==> src/rtl/cpu_fetch_pkg.sv <==
// rtl/cpu_fetch_pkg.sv - shared types and constants for the instruction fetch unit
// Purpose: fetch FSM state encoding, FIFO entry layout and word size.
// Ports: none (package).
package cpu_fetch_pkg;

  typedef enum logic [1:0] {
    IDLE = 2'd0,
    REQ  = 2'd1,
    WAIT = 2'd2,
    DROP = 2'd3
  } fetch_state_t;

  localparam logic [31:0] WORD_BYTES = 32'd4;

  typedef struct packed {
    logic [31:0] instr;
    logic [31:0] pc;
  } fetch_entry_t;

endpackage

==> src/rtl/fetch_fifo.sv <==
// rtl/fetch_fifo.sv - prefetch FIFO of {instr, pc} entries with synchronous clear
// Purpose: DEPTH-entry circular buffer; head entry is read straight from the storage
//          registers, so a word pushed on an edge is visible at the head right after it.
// Ports:
//   clk, rst_n      clock, asynchronous active-low reset
//   push_i/entry_i  write entry_i at the tail (caller guarantees a free slot)
//   pop_i           drop the head entry (caller guarantees non-empty)
//   clear_i         empty the FIFO; overrides push and pop
//   count_o         occupancy, 0..DEPTH
//   head_o          current head entry
module fetch_fifo
  import cpu_fetch_pkg::*;
#(
  parameter int unsigned DEPTH = 4
) (
  input  logic                       clk,
  input  logic                       rst_n,
  input  logic                       push_i,
  input  fetch_entry_t               entry_i,
  input  logic                       pop_i,
  input  logic                       clear_i,
  output logic [$clog2(DEPTH):0]     count_o,
  output fetch_entry_t               head_o
);

  localparam int AW = $clog2(DEPTH);
  localparam int CW = AW + 1;

  fetch_entry_t   mem_q [DEPTH];
  logic [AW-1:0]  wr_ptr_q;
  logic [AW-1:0]  rd_ptr_q;
  logic [CW-1:0]  count_q;

  always_ff @(posedge clk or negedge rst_n) begin
    if (!rst_n) begin
      for (int i = 0; i < int'(DEPTH); i++) begin
        mem_q[i] <= '0;
      end
      wr_ptr_q <= '0;
      rd_ptr_q <= '0;
      count_q  <= '0;
    end else if (clear_i) begin
      wr_ptr_q <= '0;
      rd_ptr_q <= '0;
      count_q  <= '0;
    end else begin
      if (push_i) begin
        mem_q[wr_ptr_q] <= entry_i;
        wr_ptr_q        <= wr_ptr_q + AW'(1);
      end
      if (pop_i) begin
        rd_ptr_q <= rd_ptr_q + AW'(1);
      end
      count_q <= count_q + CW'(push_i) - CW'(pop_i);
    end
  end

  assign count_o = count_q;
  assign head_o  = mem_q[rd_ptr_q];

endmodule

==> src/rtl/instr_fetch_unit.sv <==
// rtl/instr_fetch_unit.sv - instruction fetch front end with prefetch FIFO and redirect
// Purpose: issues one-at-a-time word reads to instruction memory, buffers the returned
//          words with their PC and hands them to decode; a redirect flushes and restarts.
// Optional feature: define FETCH_STATS_EN to add the stat_fetched/stat_flushed counters.
// Ports:
//   clk, reset                         clock, asynchronous active-low reset
//   imem_req_valid/ready/addr          read request channel
//   imem_rsp_valid/data                read response (in order, never in accept cycle)
//   redirect, redirect_pc              taken branch: flush and refetch at target
//   instr_valid/ready, Instr, instr_pc decode-side output channel
//   stat_fetched, stat_flushed         (FETCH_STATS_EN only) word counters
module instr_fetch_unit
  import cpu_fetch_pkg::*;
#(
  parameter int unsigned DEPTH    = 4,
  parameter logic [31:0] RESET_PC = 32'h0
) (
  input  logic        clk,
  input  logic        reset,
  output logic        imem_req_valid,
  input  logic        imem_req_ready,
  output logic [31:0] imem_req_addr,
  input  logic        imem_rsp_valid,
  input  logic [31:0] imem_rsp_data,
  input  logic        redirect,
  input  logic [31:0] redirect_pc,
  output logic        instr_valid,
  input  logic        instr_ready,
`ifdef FETCH_STATS_EN
  output logic [31:0] stat_fetched,
  output logic [31:0] stat_flushed,
`endif
  output logic [31:0] Instr,
  output logic [31:0] instr_pc
);

  localparam int CW = $clog2(DEPTH) + 1;
  localparam logic [CW-1:0] DEPTH_C = CW'(DEPTH);

  fetch_state_t  state_q, state_d;
  logic [31:0]   fetch_pc_q, fetch_pc_d;
  logic [CW-1:0] count;
  logic [CW-1:0] count_nx;
  fetch_entry_t  head;
  fetch_entry_t  push_entry;
  logic          push, pop;

  // Redirect wins over everything: no push, no pop, FIFO cleared.
  assign push     = (state_q == WAIT) && imem_rsp_valid && !redirect;
  assign pop      = instr_valid && instr_ready && !redirect;
  // Occupancy after this edge; used so a slot freed by a pop is requested straight away.
  assign count_nx = redirect ? '0 : (count + CW'(push) - CW'(pop));

  assign push_entry.instr = imem_rsp_data;
  assign push_entry.pc    = fetch_pc_q;

  fetch_fifo #(.DEPTH(DEPTH)) u_fifo (
    .clk     (clk),
    .rst_n   (reset),
    .push_i  (push),
    .entry_i (push_entry),
    .pop_i   (pop),
    .clear_i (redirect),
    .count_o (count),
    .head_o  (head)
  );

  always_ff @(posedge clk or negedge reset) begin
    if (!reset) begin
      state_q    <= IDLE;
      fetch_pc_q <= RESET_PC;
    end else begin
      state_q    <= state_d;
      fetch_pc_q <= fetch_pc_d;
    end
  end

  // fetch_pc_q is the address of the request being issued or awaited; it only advances
  // when that request's word is pushed.
  always_comb begin
    state_d    = state_q;
    fetch_pc_d = fetch_pc_q;
    if (push) begin
      fetch_pc_d = fetch_pc_q + WORD_BYTES;
    end
    if (redirect) begin
      fetch_pc_d = redirect_pc & ~32'h3;
      case (state_q)
        // Accepted this very cycle: memory still owes a response for the old address.
        REQ:        state_d = imem_req_ready ? DROP : REQ;
        // A response arriving now is discarded and settles the debt.
        WAIT, DROP: state_d = imem_rsp_valid ? REQ : DROP;
        default:    state_d = REQ;
      endcase
    end else begin
      case (state_q)
        IDLE:    if (count_nx < DEPTH_C) state_d = REQ;
        REQ:     if (imem_req_ready) state_d = WAIT;
        WAIT:    if (imem_rsp_valid) state_d = (count_nx < DEPTH_C) ? REQ : IDLE;
        DROP:    if (imem_rsp_valid) state_d = REQ;
        default: state_d = IDLE;
      endcase
    end
  end

  assign imem_req_valid = (state_q == REQ);
  assign imem_req_addr  = fetch_pc_q;
  assign instr_valid    = (count != '0);
  assign Instr          = head.instr;
  assign instr_pc       = head.pc;

`ifdef FETCH_STATS_EN
  logic [31:0] stat_fetched_q;
  logic [31:0] stat_flushed_q;
  logic        rsp_drop;

  assign rsp_drop = imem_rsp_valid && ((state_q == DROP) || ((state_q == WAIT) && redirect));

  always_ff @(posedge clk or negedge reset) begin
    if (!reset) begin
      stat_fetched_q <= '0;
      stat_flushed_q <= '0;
    end else begin
      stat_fetched_q <= stat_fetched_q + 32'(push);
      stat_flushed_q <= stat_flushed_q + (redirect ? 32'(count) : 32'd0) + 32'(rsp_drop);
    end
  end

  assign stat_fetched = stat_fetched_q;
  assign stat_flushed = stat_flushed_q;
`endif

endmodule
==> config.mk <==
export PLATFORM = sky130hd
export DESIGN_NAME = instr_fetch_unit
export DESIGN_NICKNAME = d
export VERILOG_FILES = /design/src/rtl/cpu_fetch_pkg.sv /design/src/rtl/fetch_fifo.sv /design/src/rtl/instr_fetch_unit.sv
export SDC_FILE = /design/constraint.sdc
export NUM_CORES = 1
export LEC_CHECK = 0
export BUFFER_PORTS_ARGS = -buffer_cell sky130_fd_sc_hd__buf_4
export CAP_MARGIN = 5
export CORE_AREA = 3 3 162 164
export CTS_BUF_LIST = sky130_fd_sc_hd__clkbuf_8
export DETAILED_ROUTE_END_ITERATION = 10
export DIE_AREA = 0 0 165 167
export HOLD_SLACK_MARGIN = 0.15
export PLACE_DENSITY = 0.72
export RECOVER_POWER = 100
export SYNTH_ARGS = -nofsm -noshare
export SYNTH_HDL_FRONTEND = slang
export SYNTH_SLANG_ARGS = --single-unit
export TNS_END_PERCENT = 30
==> constraint.sdc <==
create_clock -name clk -period 3.2 [get_ports clk]
set_input_delay 0.48 -clock clk [delete_from_list [all_inputs] [get_ports clk]]
set_output_delay 0.48 -clock clk [all_outputs]
set_load 0.03 [all_outputs]
## After elaboration in Yosys (flattened, before gate mapping)

Cells that the tools add are included.

| word-level totals | value |
|---|---|
| bits of input ports | 70 |
| logic and storage cells | 68 |
| flip-flop bits (word level) | 297 |
| output and inout port bits | 98 |

| operators by class | value |
|---|---|
| mux-type cells | 23 |
| add/subtract/negate cells | 5 |
| bitwise logic cells | 3 |
| magnitude comparators | 4 |
| reductions and logical operators | 13 |
| equal/unequal tests | 7 |

Operator list:

| cell | count |
|---|---|
| $bwmux 256 | 1 |
| $mux 64 | 3 |
| $bmux 64 s2 | 1 |
| $demux 64 s2 | 1 |
| $mux 32 | 2 |
| $add 32x3->32 const B | 1 |
| $mux 2 | 11 |
| $ne 3x3->1 const B | 3 |
| $pmux 2 s4 | 1 |
| $ge 3x3->1 const B | 2 |
| $not 2->3 | 2 |
| $logic_and 1x1->1 | 5 |
| $add 2x1->2 const B | 2 |
| $eq 2x2->1 const B | 2 |
| $pmux 2 s2 | 1 |
| $reduce_and 4->1 | 1 |
| $reduce_bool 2->1 | 2 |
| $add 3x1->3 | 1 |
| $lt 3x1->1 const B | 1 |
| $lt 3x3->1 const B | 1 |
| $mux 3 | 1 |
| $ne 3x1->1 const B | 1 |
| $reduce_bool 3->1 | 1 |
| $sub 3x1->3 | 1 |
| other kinds (7) | 7 |

## Longest topological paths before layout

Gate-level depths: netlist (run 1).

| logic depth | value |
|---|---|
| depth in word-level cells | 11 |
| gate-level depth with buffers | 12 |
| gate-level depth less buffers | 12 |

## Cells and area by module

Synthesis (run 1) repeated with hierarchy kept, for this count alone.

| unflattened totals | value |
|---|---|
| cell total of the unflattened synthesis | 886 |
| area total of the unflattened synthesis | 14437.6 um^2 |

By module, submodules not included:

| module | seq. area each (um^2) | cells each | times used | area each (um^2) |
|---|---|---|---|---|
| fetch_fifo | 6581.3 | 657 | 1 | 12463.2 |
| instr_fetch_unit | 800.8 | 229 | 1 | 1974.4 |

## Worst setup path before layout (run 1)

No wires, ideal clock.

| path | value |
|---|---|
| kind | register to register |
| start point | register u_fifo.count_q[1] (netlist: u_fifo.count_o[1]) |
| end point | register state_q[0] |
| path buffers | 0 |
| stages on the path, launching flop included | 13 |
| library setup time | 0.083 ns |
| setup slack | 0.662 ns |
| period minus slack after synthesis | 2.538 ns |
| required time | 3.117 ns |
| arrival | 2.455 ns |
| path through | dfrtp_1 > or3_1 > nand2_1 > nor2_1 > ha_1 > inv_1 > ha_1 > inv_1 > fa_1 > xor2_1 > xnor2_1 > nand2_1 > o21ai_0 |

| on the way | value |
|---|---|
| longest elaborated chain between the ends | 10 |
| elaborated cells on any way between the ends | 13 |
| those cells by class | add/sub (2); order compare (1); eq/ne (1); mux (5); reduce/logical (4) |

RTL lines:

| what | line | text |
|---|---|---|
| start: declaration | fetch_fifo.sv:32 | `logic [CW-1:0] count_q;` |
| start signal: assignment | fetch_fifo.sv:54 | `count_q <= count_q + CW'(push_i) - CW'(pop_i);` |
| $reduce_bool 3->1 (*) | instr_fetch_unit.sv:108 | `assign instr_valid = (count != '0);` |
| named net instr_valid | instr_fetch_unit.sv:27 | `output logic instr_valid,` |
| $logic_and 1x1->1 (*) (2 in series) | instr_fetch_unit.sv:50 | `assign pop = instr_valid && instr_ready && !redirect;` |
| $sub 3x1->3 (*) | instr_fetch_unit.sv:52 | `assign count_nx = redirect ? '0 : (count + CW'(push) - CW'(pop));` |
| $mux 3 (*) | instr_fetch_unit.sv:52 |  |
| $lt 3x3->1 (*) | instr_fetch_unit.sv:97, instr_fetch_unit.sv:99 |  |
| $mux 1 | instr_fetch_unit.sv:99 | `WAIT: if (imem_rsp_valid) state_d = (count_nx < DEPTH_C) ? REQ : IDLE;` |
| $mux 2 | instr_fetch_unit.sv:99 |  |
| $pmux 2 s4 | instr_fetch_unit.sv:96 | `case (state_q)` |
| $mux 2 | instr_fetch_unit.sv:86 | `if (redirect) begin` |
| end signal: assignment | instr_fetch_unit.sv:73 | `state_q <= state_d;` |
| end: declaration | instr_fetch_unit.sv:40 | `fetch_state_t state_q, state_d;` |

The timed path passes the listed nets; every way through them passes the cells marked *. The select of a mux whose other input is x is not followed.
A chain may end at the register's enable or synchronous reset.

## Worst setup path after layout (run 1)

| path | value |
|---|---|
| start point | input redirect |
| end point | register u_fifo.mem_q[158] (netlist name) |

| on the way | value |
|---|---|
| longest elaborated chain between the ends | 3 |
| elaborated cells on any way between the ends | 4 |
| those cells by class | bitwise (1); reduce/logical (3) |

RTL lines:

| what | line | text |
|---|---|---|
| start: declaration | instr_fetch_unit.sv:25 | `input logic redirect,` |
| $logic_not 1->1 | instr_fetch_unit.sv:49 | `assign push = (state_q == WAIT) && imem_rsp_valid && !redirect;` |
| $logic_and 1x1->1 | instr_fetch_unit.sv:49 |  |
| $reduce_and 2->1 (no line) (*) | - |  |
| end signal: indexed assignment | fetch_fifo.sv:48 | `mem_q[wr_ptr_q] <= entry_i;` |
| end: declaration | fetch_fifo.sv:29 | `fetch_entry_t mem_q [DEPTH];` |

Mark *: on every way between the ends. The rest lies on a longest branch, timed or not.

==> flow_metrics.py, run 1 <==
metrics = {
    "status": {
        "status": "finished, violations left",
        "violations": "max-capacitance violations, max-slew violations",
    },
    "grt": {
        "grt_remaining_overflow": 0,
        "grt_usage_pct": 21.6,
        "first_global_vias": 8492,
        "grt_max_degree": 89,
        "antenna_found_initial": 1,
        "grt_pass1_wl_um": 46700,
    },
    "die": {
        "die_h_um": 167,
        "rows": 58,
        "dieWidth_um": 165,
        "start_util_pct": 51.7,
        "ios": 168,
        "die_area_sq_um": 27600,
        "fp.coreArea_sq_um": 25000,
    },
    "sta": {
        "fin_setup_tns_ns": 0,
        "fin_crit_sh_pct": 91.4,
        "setup_ws_ns": 0.276,
        "max_freq_ghz": 0.342,
        "skew_ns": 0.0229,
        "rsz0062_at_grt": "false",
        "maxSlewHeadroom_pct": -56.8,
        "setup_violations": 0,
        "maxSlewViolCount": 85,
        "finalHoldViolCount": 0,
        "worst_pin_slew_ns": 2.35,
        "period_minus_slack_ns": 2.92,
    },
    "placement": {
        "io_buffer_count": 161,
        "dp_hpwl_um": 18200,
        "gp_congestion": 0.770,
        "dp_slack_ns": 0.659,
    },
    "logic_synthesis": {
        "netlist.area_leader.share_pct": 55.4,
        "netlist_area_sq_um": 13000,
        "ys_types": 40,
        "synth_seq_cells": 287,
        "ys_seq_area_share_pct": 55.4,
        "async_flop_share_pct": 100,
        "synth.area.top_cells": "dfrtp_1 55%, mux2_2 22%, mux4_2 11%",
        "synth_area_per_cell_sq_um": 14.7,
        "yosys_warnings": 0,
        "synth_edf_count": 0,
        "synthesis.instances": 880,
        "synth-main-ff-cell": "dfrtp_1",
        "synth_top_area_cell": "dfrtp_1",
    },
    "finish": {
        "final_cell_mix": "285 x dfrtp_1, 247 x mux2_2, 95 x clkbuf_1",
        "final_common_cell": "dfrtp_1",
        "drive_above_1_share_pct": 42.7,
        "area_delta_synth_final_pct": 19.3,
        "final_net_count": 1154,
        "fin_util_pct": 61.7,
        "fill_cells": 2037,
    },
    "drt": {
        "postRouteAntennaNets": 0,
        "viasPerCell": 5.59,
        "drt_iter0_markers": 470,
        "drc_errors": 0,
        "routed_wl_um": 28900,
        "drt_first_pass_iters": 4,
        "vias": 8065,
        "wl_per_cell_um": 20.1,
    },
    "power_and_ir_drop": {
        "power.density_nw_per_um2": 696,
        "pwr-share-seq_pct": 41.5,
        "combPwrFrac_pct": 29.3,
        "leakagePower_nw": 7.34,
        "power.internal_mw": 7.11,
        "switchingPower_mw": 3.64,
        "peakVddDrop_mv": 0.436,
        "clockPowerShare_pct": 29.3,
        "power.share.switching_pct": 33.9,
    },
    "clock_network": {
        "insertion_delay_ns": 0.56,
        "clock_sinks": 287,
        "cts_root_buf": "clkbuf_8",
        "clk_path_buf_depth": 3,
        "cts_tree": "yes",
        "clk_pin_slew_worst_paths_ns": 0.06,
        "htreeDepth": 2,
        "numCtsBuffers": 49,
        "cts_setup_buffers": 0,
        "cts.repair.resized": 0,
    },
    "setup_path": {
        "critPathCapture": "u_fifo.mem_q[158]",
        "crit_fanout": 32,
        "r2r_start": "state_q[0]",
        "end_kind": "register",
        "cp-startpoint": "redirect",
        "r2r_setup_slack_ns": 0.64,
        "worstPathArrival_ns": 3.35,
        "required_ns": 3.62,
        "reg2reg_depth": 6,
        "path_class": "input pin to register",
        "r2r_end": "u_fifo.mem_q[158]",
        "cp-start-kind": "input pin",
    },
    "flow_run": {
        "cap_violations": 1,
    },
    "min_path": {
        "hold_class": "input pin to register",
    },
}
## registers in the layout, indices dropped and copies added (netlist names)
name / cells
state_q: 2
u_fifo.count_o: 3
u_fifo.rd_ptr_q: 2
imem_req_addr: 30
u_fifo.mem_q: 248
u_fifo.wr_ptr_q: 2
## kinds of logic (layout without fill, tap and decap cells)
| kind of cell | Yosys count | after routing | share of synthesized area (%) |
|---|---|---|---|
| compound gates | 48 | 48 | 2.29 |
| xor+xnor | 18 | 18 | 1.22 |
| fa+ha+maj | 8 | 8 | 0.830 |
| buf+inv | 82 | 310 | 2.63 |
| flops | 287 | 287 | 55.4 |
| mux | 312 | 312 | 32.5 |
| other cells | 1 | 5 | 0.0289 |
| simple gates | 124 | 124 | 5.09 |
## power by group through the flow
stage	registers [mW]	logic (mW)	clock network (mW)
floorplan	4.39	2.39	0
global placement	4.50	3.52	0
detailed placement	4.52	3.56	0
CTS	4.46	3.60	3.25
global route	4.53	3.37	3.45
finish	4.46	3.15	3.15
## per-stage QoR
stage,std cells,area (sq um),total power [mW],hold WS [ns]
after floorplan,883,13000,6.78,0.184
after global placement,1324,14600,8.02,0.481
after detailed placement,1324,14600,8.09,0.487
after CTS,1441,15900,11.3,0.151
after global routing,1442,15500,11.3,0.153
final,1442,15500,10.8,0.190
## per-layer routing
metal,up-vias,part of all wire [%],global-route usage (%)
met5,-,0,0
li1,3657,-,-
met4,0,1.5,5.62
met2,195,51,35.3
met3,40,6.5,4.90
met1,4173,41,29.4
## timing repair
| item | CTS | global route |
|---|---|---|
| hold buffers | 31 | 0 |
| hold endpoints to repair | 149 | 0 |
| endpoints found under the setup margin | 0 | 0 |
## area by class of cell
class                           instances  area, sq um  area share (%)
Clock inverter                         24         98.8           0.640
Multi-Input combinational cell        514         5470            35.4
Sequential cell                       287         7190            46.5
Clock buffer                           62          853            5.52
Antenna cell                            1         2.50          0.0162
Tap cell                              330          413            2.67
Timing Repair Buffer                  214         1390            9.00
Inverter                               10         37.5           0.243
## synth_stat cells, types with 6 or more instances
master / number
dfrtp_1: 287
mux2_2: 248
mux4_2: 62
clkbuf_1: 47
nand2_1: 36
nor2_1: 21
o21ai_0: 20
xnor2_1: 12
a31oi_1: 11
buf_2: 10
inv_1: 10
or4_1: 10
nand3_1: 9
nand4_1: 9
buf_1: 7
ha_1: 7
nor4_1: 7
o31ai_1: 6
or3_1: 6
xor2_1: 6
## worst min path at each step
stage / start / end / cells past startpoint
finish: imem_rsp_data[10] / u_fifo.mem_q[106] / 2
global route: redirect_pc[17] / imem_req_addr[17] / 3
CTS: imem_rsp_data[15] / u_fifo.mem_q[175] / 2
detailed placement: u_fifo.mem_q[123] / u_fifo.mem_q[123] / 1
global placement: u_fifo.mem_q[3] / u_fifo.mem_q[3] / 1
floorplan: reset / imem_req_addr[10] / 0
## worst max-delay path: stages
cell and delay [ns]:
dlygate4sd3_1 0.52, clkbuf_1 0.42, nor2_1 0.11, clkbuf_2 0.24, nand2_4 0.35, buf_2 0.77
mux2_2 0.42
Note: power is estimated with default switching activity, not from simulation.
==> inputs of run 2 (changes only) <==
Settings changed: CORE_AREA 3 3 162 164 to 3 3 165 167, DIE_AREA 0 0 165 167 to 0 0 168 170, PLACE_DENSITY 0.72 to 0.68.
==> run 2 against run 1 <==
The flow still finishes with violations (max-capacitance violations, max-slew violations). Wire length rose by 0.90%. Clock skew shrank 0.010 ns. Non-clock buffer count shrank 6. Total power up 1.5%. Critical endpoint is now Instr[2]. Highest routed layer unchanged.
==> flow_metrics.py, run 2 (synthesis gave the netlist of run 1 again) <==
metrics = {
    "power_and_ir_drop": {
        "power.density_nw_per_um2": 707,
        "leakagePower_nw": 7.34,
        "peakVddDrop_mv": 0.371,
    },
    "clock_network": {
        "htreeDepth": 2,
        "numCtsBuffers": 48,
        "cts.repair.resized": 0,
        "insertion_delay_ns": 0.55,
        "clk_pin_slew_worst_paths_ns": 0.06,
        "cts_tree": "yes",
        "cts_setup_buffers": 0,
        "cts_root_buf": "clkbuf_8",
        "clock_sinks": 287,
        "clk_path_buf_depth": 3,
    },
    "sta": {
        "skew_ns": 0.0124,
        "max_freq_ghz": 0.336,
        "fin_setup_tns_ns": 0,
        "maxSlewHeadroom_pct": -9.48,
        "maxSlewViolCount": 95,
        "fin_crit_sh_pct": 93.1,
        "setup_violations": 0,
        "finalHoldViolCount": 0,
        "hold_slack_ns": 0.183,
        "rsz0062_at_grt": "false",
        "worst_pin_slew_ns": 1.64,
        "period_minus_slack_ns": 2.98,
    },
    "drt": {
        "routed_wl_um": 29200,
        "drc_errors": 0,
        "viasPerCell": 5.60,
        "vias": 8065,
        "wl_per_cell_um": 20.3,
        "postRouteAntennaNets": 0,
        "drt_iter0_markers": 389,
        "drt_first_pass_iters": 4,
    },
    "finish": {
        "antenna_cells": 0,
        "largest_register_ffs": 248,
        "final_cells": 1440,
        "final_common_cell": "dfrtp_1",
        "top_register": "u_fifo.mem_q",
        "final_net_count": 1147,
        "drive_above_1_share_pct": 44.7,
        "area_delta_synth_final_pct": 19.1,
        "final_cell_mix": "285 x dfrtp_1, 248 x mux2_2, 80 x clkbuf_1",
    },
    "die": {
        "dieWidth_um": 168,
        "die_h_um": 170,
        "start_util_pct": 50.0,
        "ios": 168,
        "die_area_sq_um": 28600,
        "rows": 59,
        "fp.coreArea_sq_um": 25900,
    },
    "grt": {
        "grt_usage_pct": 20.7,
        "grt_pass1_wl_um": 47000,
        "antenna_found_initial": 0,
        "first_global_vias": 8547,
        "grt_remaining_overflow": 0,
        "grt_max_degree": 86,
    },
    "setup_path": {
        "crit_chain": "clkbuf_2, mux4_2, clkbuf_2",
        "crit_path_frequent_cell": "clkbuf_2",
        "slowest_stage": "dfrtp_2",
        "critPathMaxStageDelay_ns": 0.84,
        "crit_fanout": 22,
        "worstPathArrival_ns": 2.50,
        "required_ns": 2.72,
        "cp-start-kind": "register",
        "path_class": "register to output pin",
        "end_kind": "output pin",
    },
    "flow_run": {
        "cap_violations": 3,
    },
    "status": {
        "violations": "max-capacitance violations, max-slew violations",
        "status": "finished, violations left",
    },
    "min_path": {
        "hold_class": "input pin to register",
    },
    "placement": {
        "dp_hpwl_um": 18700,
        "io_buffer_count": 161,
        "post-place-cells": 1329,
        "gp_congestion": 0.758,
    },
}
-- run 2: timing repair --
item                       in CTS  in global routing
setup endpoints to repair       0                  0
hold buffers                   24                  1
hold endpoints to repair      104                  1
-- run 2: where the power goes --
part           switching, mW  internal, mW  leakage, nW
registers              0.385          4.10         3.85
logic                   1.83          1.32         2.92
clock network           1.44          1.85        0.570
total                   3.65          7.26         7.34
-- run 2: worst max-delay path: cells and delay by family (launching register included) --
kind / cells / cell delay (ns)
buf+inv: 2 / 0.71
mux: 1 / 0.40
flops: 1 / 0.84
-- run 2: layer usage --
layer / share of wire (%) / global-route usage, % / vias to the layer above
met5: 0 / 0 / -
met4: 1.6 / 5.27 / 0
met3: 5.4 / 4.74 / 41
met2: 50 / 34.4 / 184
met1: 43 / 27.9 / 4218
li1: - / - / 3622
-- run 2: path summary, 6_finish.rpt --
path                                          from  depth (start not counted)  slack [ns]                 to
worst max-delay path            u_fifo.rd_ptr_q[1]                          3        0.22           Instr[2]
worst min-delay path             imem_rsp_data[27]                          2        0.18  u_fifo.mem_q[187]
worst max register to register          state_q[0]                          6        0.40  u_fifo.mem_q[228]
worst min register to register    u_fifo.mem_q[67]                          1        0.50   u_fifo.mem_q[67]
max in group asynchronous                    reset                          3        0.66  u_fifo.mem_q[125]
min in group asynchronous                    reset                          2        0.52  u_fifo.mem_q[158]
-- run 2: metrics by stage --
step	setup WS [ns]	instance area [sq um]	util (%)	power (mW)
after floorplan	0.662	13000	-	6.78
after global placement	0.732	14600	56.5	8.03
after detailed placement	0.673	14600	56.5	8.09
after CTS	0.242	15900	61.3	11.4
after global routing	0.0974	15400	59.6	11.5
final	0.220	15400	59.6	10.9
-- run 2: final cells by class --
type	count	area (sq um)
Clock buffer	67	922
Clock inverter	19	81.3
Fill cell	2110	10500
Inverter	10	37.5
Multi-Input combinational cell	514	5460
Sequential cell	287	7190
Tap cell	335	419
Timing Repair Buffer	208	1330
==> inputs of run 3 (changes only) <==
Settings changed: ABC_AREA from default to 1, CORE_AREA 3 3 165 167 to 3 3 168 170, DIE_AREA 0 0 168 170 to 0 0 171 173, RECOVER_POWER 100 to 50, SKIP_CTS_REPAIR_TIMING from default to 1.
==> run 3 against run 2 <==
The run now ends clean. Clock skew up 0.0041 ns. Critical path depth rose by 2. Sequential share of layout area fell by 0.91 points. Final area rose by 2.0%. Maximum frequency rose by 3.0%. Largest cell class unchanged.
==> flow_metrics.py, run 3 <==
metrics = {
    "clock_network": {
        "clk_pin_slew_worst_paths_ns": 0.06,
        "clk_path_buf_depth": 3,
        "clock_sinks": 287,
        "cts_tree": "yes",
        "htreeDepth": 2,
        "insertion_delay_ns": 0.55,
        "numCtsBuffers": 49,
        "cts_root_buf": "clkbuf_8",
    },
    "drt": {
        "drc_errors": 0,
        "viasPerCell": 5.38,
        "drt_iter0_markers": 938,
        "wl_per_cell_um": 15.9,
        "postRouteAntennaNets": 0,
        "drt_first_pass_iters": 5,
        "vias": 11480,
        "routed_wl_um": 33900,
    },
    "sta": {
        "rsz0062_at_grt": "false",
        "setup_ws_ns": 0.306,
        "worst_pin_slew_ns": 1.49,
        "fin_setup_tns_ns": 0,
        "setup_violations": 0,
        "period_minus_slack_ns": 2.89,
        "maxSlewViolCount": 0,
        "maxSlewHeadroom_pct": 0.943,
        "hold_slack_ns": 0.141,
        "fin_crit_sh_pct": 90.4,
        "skew_ns": 0.0165,
        "finalHoldViolCount": 0,
        "max_freq_ghz": 0.346,
    },
    "min_path": {
        "hold_class": "input pin to register",
    },
    "placement": {
        "post-place-cells": 2034,
        "dp_hpwl_um": 21300,
        "gp_congestion": 0.907,
        "dp_slack_ns": 0.952,
        "io_buffer_count": 161,
    },
    "setup_path": {
        "critPathMaxStageDelay_ns": 0.49,
        "crit_chain": "clkinv_2, buf_12, o21ai_0, o22ai_1, buf_4",
        "cp-start-kind": "register",
        "path_class": "register to output pin",
        "crit_fanout": 115,
        "worstPathArrival_ns": 2.41,
        "required_ns": 2.72,
        "end_kind": "output pin",
        "slowest_stage": "dfrtp_4",
    },
    "finish": {
        "final_net_count": 1833,
        "antenna_cells": 0,
        "area_delta_synth_final_pct": 17.6,
        "largest_register_ffs": 248,
        "final_cell_mix": "397 x nand2_1, 285 x dfrtp_1, 214 x o21ai_1",
        "fill_cells": 2519,
        "drive_above_1_share_pct": 14.2,
        "final_common_cell": "nand2_1",
        "final_cells": 2132,
        "top_register": "u_fifo.mem_q",
    },
    "logic_synthesis": {
        "async_flop_share_pct": 100,
        "synth.area.top_cells": "dfrtp_1 54%, nand2_1 11%, o21ai_1 8.1%",
        "synth_area_per_cell_sq_um": 8.30,
        "synth_top_area_cell": "dfrtp_1",
        "synth-main-ff-cell": "dfrtp_1",
        "ys_seq_area_share_pct": 53.7,
        "synth_edf_count": 0,
        "yosys_warnings": 0,
        "synthTopCellsByCount": "396 x nand2_1, 287 x dfrtp_1, 216 x o21ai_1, 187 x nor2_1, 160 x o21ai_0",
        "yosys.cell_count.top_type": "nand2_1",
        "ys_types": 34,
        "synth_seq_cells": 287,
        "netlist_area_sq_um": 13400,
        "synthesis.instances": 1613,
        "netlist.area_leader.share_pct": 53.7,
    },
    "power_and_ir_drop": {
        "peakVddDrop_mv": 0.501,
        "power.density_nw_per_um2": 763,
        "leakagePower_nw": 7.70,
    },
    "grt": {
        "grt_max_degree": 126,
        "antenna_found_initial": 0,
        "grt_pass1_wl_um": 55900,
        "grt_usage_pct": 22.9,
        "first_global_vias": 11019,
        "grt_remaining_overflow": 0,
    },
    "die": {
        "rows": 60,
        "start_util_pct": 49.8,
        "dieWidth_um": 171,
        "die_area_sq_um": 29600,
        "die_h_um": 173,
        "ios": 168,
        "fp.coreArea_sq_um": 26900,
    },
    "status": {
        "status": "completed",
    },
    "flow_run": {
        "cap_violations": 0,
    },
}
[run 3: changes by cell type in the layout (fill, tap and decap cells not counted), moves of 63 or more]
cell	delta
nand2_1	+363
mux2_2	-248
o21ai_1	+214
nor2_1	+167
o21ai_0	+142
inv_1	+73
buf_4	+63
[run 3: final timing paths]
check / depth (start not counted) / slack [ns] / start / endpoint
max: 5 / 0.31 / u_fifo.rd_ptr_q[0] / instr_pc[18]
min: 3 / 0.14 / redirect_pc[5] / imem_req_addr[5]
max reg2reg: 12 / 0.61 / state_q[0] / state_q[0]
min reg2reg: 2 / 0.47 / u_fifo.mem_q[90] / u_fifo.mem_q[90]
max in group asynchronous: 3 / 0.61 / reset / u_fifo.mem_q[92]
min in group asynchronous: 2 / 0.83 / reset / u_fifo.mem_q[60]
[run 3: stage by stage]
stage                     utilization (%)  instance area (sq um)  total power [mW]
after floorplan                         -                  13400              7.07
after global placement               54.8                  14700              8.63
after detailed placement             54.8                  14700              8.68
after CTS                            58.8                  15800              12.2
after global routing                 58.6                  15700              12.7
final                                58.6                  15700              12.0
[run 3: where the power goes]
group / leakage [nW] / switching [mW] / internal, mW
sequential: 3.89 / 0.267 / 4.03
clock: 0.585 / 1.47 / 2.00
combinational: 3.23 / 2.81 / 1.45
[run 3: cells by family after synthesis]
kind of cell	count (synthesis)	share of synthesized area (%)
AND/OR/NAND/NOR	646	19.1
AO/OA/AOI/OAI	463	18.3
flip-flops	287	53.7
buffers and inverters	202	7.66
adder cells (fa/ha/maj)	8	0.804
XOR/XNOR	6	0.393
other	1	0.0280
[run 3: area by class of cell]
type,count,area (sq um),share of cell area (%)
Sequential cell,287,7190,45.7
Multi-Input combinational cell,1127,5160,32.8
Timing Repair Buffer,194,1540,9.78
Clock buffer,66,908,5.77
Tap cell,341,427,2.71
Inverter,96,367,2.33
Clock inverter,21,148,0.938
[run 3: routing by layer]
metal / share of wire, % / global-route usage (%)
met5: 0 / 0
met1: 46 / 33.2
met4: 2.5 / 7.31
met3: 6.0 / 3.98
met2: 45 / 35.3
[run 3: critical path, delay by kind of cell (launching register included)]
family / cells / cell delay [ns]
AO/OA/AOI/OAI: 2 / 0.45
buffers and inverters: 3 / 0.78
flip-flops: 1 / 0.49
